==> src/rtl/shift_reg_bank.sv <==
// shift_reg_bank: serial-in shift register with a fill-tracking FSM that
// latches complete frames into a static or dynamic holding register on the
// rising edge of the corresponding select input.
module shift_reg_bank #(
  parameter int unsigned WIDTH = 8
) (
  input  logic             CLK,
  input  logic             RST_N,
  input  logic             sdi,
  input  logic             shift_en,
  input  logic             sel_stat,
  input  logic             sel_dyn,
  output logic             sdo,
  output logic [WIDTH-1:0] stat_reg,
  output logic [WIDTH-1:0] dyn_reg,
  output logic             stat_valid,
  output logic             dyn_valid,
  output logic             frame_err,
  output logic [1:0]       state
);

  localparam int unsigned CW = $clog2(WIDTH + 1);
  localparam logic [CW-1:0] FULL_CNT = CW'(WIDTH);

  typedef enum logic [1:0] {
    S_EMPTY   = 2'b00,
    S_FILLING = 2'b01,
    S_FULL    = 2'b10
  } fill_state_t;

  fill_state_t      state_q, state_n;
  logic [CW-1:0]    cnt_q, cnt_n;
  logic [WIDTH-1:0] shreg_q;
  logic             sel_stat_q, sel_dyn_q;
  logic             stat_ev, dyn_ev, any_ev;
  logic             take_stat, take_dyn, reject;

  // Select edge detection and latch/reject decisions
  always_comb begin
    stat_ev   = sel_stat & ~sel_stat_q;
    dyn_ev    = sel_dyn  & ~sel_dyn_q;
    any_ev    = stat_ev | dyn_ev;
    take_stat = stat_ev & ~dyn_ev & (state_q == S_FULL);
    take_dyn  = dyn_ev & ~stat_ev & (state_q == S_FULL);
    reject    = any_ev & ~take_stat & ~take_dyn;
  end

  // Fill FSM state register and bit counter
  always_ff @(posedge CLK or negedge RST_N) begin
    if (!RST_N) begin
      state_q <= S_EMPTY;
      cnt_q   <= '0;
    end else begin
      state_q <= state_n;
      cnt_q   <= cnt_n;
    end
  end

  // Next counter and state: any select event restarts the frame; a
  // coincident shift bit becomes bit 1 of the new frame
  always_comb begin
    cnt_n   = cnt_q;
    state_n = state_q;
    if (any_ev) begin
      cnt_n = shift_en ? CW'(1) : '0;
    end else if (shift_en && (cnt_q != FULL_CNT)) begin
      cnt_n = cnt_q + CW'(1);
    end
    if (cnt_n == '0) begin
      state_n = S_EMPTY;
    end else if (cnt_n == FULL_CNT) begin
      state_n = S_FULL;
    end else begin
      state_n = S_FILLING;
    end
  end

  // Shift register, select history, holding registers and status flags
  always_ff @(posedge CLK or negedge RST_N) begin
    if (!RST_N) begin
      shreg_q    <= '0;
      sel_stat_q <= 1'b0;
      sel_dyn_q  <= 1'b0;
      stat_reg   <= '0;
      dyn_reg    <= '0;
      stat_valid <= 1'b0;
      dyn_valid  <= 1'b0;
      frame_err  <= 1'b0;
    end else begin
      sel_stat_q <= sel_stat;
      sel_dyn_q  <= sel_dyn;
      if (shift_en) begin
        shreg_q <= {shreg_q[WIDTH-2:0], sdi};
      end
      if (take_stat) begin
        stat_reg   <= shreg_q;
        stat_valid <= 1'b1;
      end
      if (take_dyn) begin
        dyn_reg   <= shreg_q;
        dyn_valid <= 1'b1;
      end
      frame_err <= reject;
    end
  end

  assign sdo   = shreg_q[WIDTH-1];
  assign state = state_q;

endmodule

==> config.mk <==
export PLATFORM = sky130hd
export DESIGN_NAME = shift_reg_bank
export DESIGN_NICKNAME = d
export VERILOG_FILES = /design/src/rtl/shift_reg_bank.sv
export SDC_FILE = /design/constraint.sdc
export NUM_CORES = 1
export LEC_CHECK = 0
export CELL_PAD_IN_SITES_DETAIL_PLACEMENT = 0
export CELL_PAD_IN_SITES_GLOBAL_PLACEMENT = 1
export CORE_MARGIN = 3
export CORE_UTILIZATION = 30
export CTS_CLUSTER_DIAMETER = 30
export DETAILED_ROUTE_END_ITERATION = 8
export PLACE_DENSITY_LB_ADDON = 0.05
export SLEW_MARGIN = 30
export SYNTH_ARGS = -nofsm -noshare
export SYNTH_HDL_FRONTEND = slang
export SYNTH_SLANG_ARGS = --single-unit
==> constraint.sdc <==
create_clock -name CLK -period 2.9 [get_ports CLK]
set_clock_uncertainty 0.05 [all_clocks]
set_input_delay 0.725 -clock CLK [delete_from_list [all_inputs] [get_ports CLK]]
set_output_delay 0.725 -clock CLK [all_outputs]
set_load 0.05 [all_outputs]
==> impl_results.md <==
- WL per Instance: roughly 14 um
- Most frequent cells in the layout: 35 x dfrtp_1, 27 x clkdlybuf4s50_1, 19 x mux2_2
- Reg clk slew, reported paths: 0.07 ns
- Initial core utilization: 0.319
- Total global routing track utilization: 0.110
- Largest net degree at the start of global routing: 36
- GR Util met2: 0.161
- Lkg Pwr: roughly 0.9 nW
- Synth warn: 0
- Clock tree buffer depth: 2
- Inserted Clock Buffers: 5
- Routed Antenna Nets: 0
- Synth Instances: around 100
- Register bit total from synthesis: 35
- Core Region: 0.00444 sq mm
- Crit path buffers/inverters: 1
- Family with the most delay on the worst path: buffers and inverters
- Vias in the first global route: 953
- FP Rows: 24
- Final Cycle Share: 0.779
- Clock root buffer: clkbuf_8
- Die Area: 0.00559 sq mm
- Largest stage delay, worst path: 0.82 ns
- Post-Route WL: 2630 um
- Ys flop type: dfrtp_1
- Synth unique cells: 23
- Initial antenna violation count: 0
- Worst min-delay path category: reg -> reg
- # H-tree levels: 2
- Rel. slew slack: 0.656
- Starting DRT DRC Count: 36
- WP data required: 2.12 ns
- Hold Slack: 0.418 ns
- Worst-Margin Slew: roughly 0.51 ns
- Clk_lat worst skew: 0.28 ns
- # hold bufs at CTS: 0
- Post-synthesis sequential area ratio: 0.618
- Pwr Density: 620 mW/mm^2
- Max VDD drop: 299 uV
- Post-synth EDFFs: 0
- DRC Markers: 0
- Final #Nets: 145
- Cell area after synthesis: 0.00142 sq mm
- DP HPWL: 1820 um
- Share of layout cells above drive strength 1: 0.239
- Max Cap Viol: 0
- Synth async-reset ratio: 1.00
- I/O Buffers: 27
- Post-CTS setup buffer count: 0
- TNS Setup: 0 ns
- Grt ovf: 0
- # diodes: 0
- Post-route minimum period: 2.26 ns
- Avg Cell Area, Syn: 13.9 sq um
- M3 GR Usage: 0.0347
- CP Data Arrival Time: 1.48 ns
- Max FO, Critical Path: 4
- Commonest non-fill, non-tap cell in the layout: dfrtp_1
- I/O pin cnt: 28
- First-pass GRT wire length: 4590 um
- Achievable Freq: 0.443 GHz
- Met1 usage: 0.150
- DR pass1 iterations: 3
- CTS resizes: 0
- CTS tree: yes
- Vias: 895
- DR vias/cell: 4.71
- Critical path class: reg -> out
- Grt peak-use layer: met2
- Crit end category: output port
- Die span in y: 74.7 um
- Final Hold Fails: 0
- Placed cell areas: 0.00177 sq mm
- Width of the die: 74.7 um
- GP Congestion: roughly 0.74
- P&R area growth vs syn: 32.8%
- Crit-path slowest cell: clkdlybuf4s50_1
- Status: finished, final reports clean
- Final Instance Area: 0.00188 sq mm
- Post-Syn Nets: 110
- Cells along the critical path: clkdlybuf4s50_1
- Setup-failing EPs final: 0
- Critical path launch point type: register
- Final Slew Violations: 0
- Clock Sinks: 35
- Unrepaired setup endpoints after global routing: no
## final timing paths
| path | from | depth (start not counted) | to | slack (ns) |
|---|---|---|---|---|
| worst max-delay path | shreg_q[7] | 1 | sdo | 0.64 |
| worst min-delay path | stat_valid | 1 | stat_valid | 0.42 |
| worst max register to register | cnt_q[0] | 6 | state[1] | 1.15 |
| worst min register to register | stat_valid | 1 | stat_valid | 0.42 |
| max in group asynchronous | RST_N | 2 | stat_reg[0] | 1.68 |
| min in group asynchronous | RST_N | 2 | stat_valid | 0.81 |
## cells by family after synthesis
kind of cell / Yosys count / share of synthesized area
muxes: 25 / 0.198
adders and majority gates: 2 / 0.0176
buffers and inverters: 4 / 0.0124
AOI/OAI and AO/OA: 9 / 0.0424
DFF: 35 / 0.618
and+or+nand+nor: 26 / 0.106
xor gates and xnor gates: 1 / 0.00618
## synthesized netlist by cell type, drive strengths merged (2+ instances only)
library cell / n / area (sq um)
dfrtp: 35 / 876
mux2: 24 / 270
nor2: 6 / 22.5
a21oi: 5 / 25.0
nand2: 4 / 15.0
nand2b: 4 / 25.0
nand3: 4 / 20.0
nor2b: 3 / 18.8
buf: 2 / 10.0
ha: 2 / 25.0
inv: 2 / 7.51
## per-layer routing
metal	wire length [um]	vias up
li1	-	425
met1	1360	443
met2	1130	25
met3	122	2
met4	21	0
met5	0	-
## report_power, final
| group | internal [mW] | switching (mW) | leakage, nW | total, mW |
|---|---|---|---|---|
| Sequential | 0.529 | 0.0414 | 0.458 | 0.570 |
| Combinational | 0.0674 | 0.0832 | 0.384 | 0.151 |
| Clock | 0.278 | 0.169 | 0.0612 | 0.447 |
## metrics by stage
stage,setup WS (ns),instances,power [mW],util
floorplan,1.17,102,0.669,-
global placement,0.440,182,0.730,0.397
detailed placement,0.381,182,0.734,0.397
CTS,0.619,190,1.19,0.424
global route,0.580,190,1.23,0.424
finish,0.642,190,1.17,0.424
## cell type report
type	count	area [sq um]
fill	428	2560
sequential	35	876
multi-input combinational	63	524
timing repair buffer	30	293
clock buffer	6	82.6
tap	52	65.1
clock inverter	2	35.0
inverter	2	7.51
No activity file was read; power rests on OpenSTA's default activity.
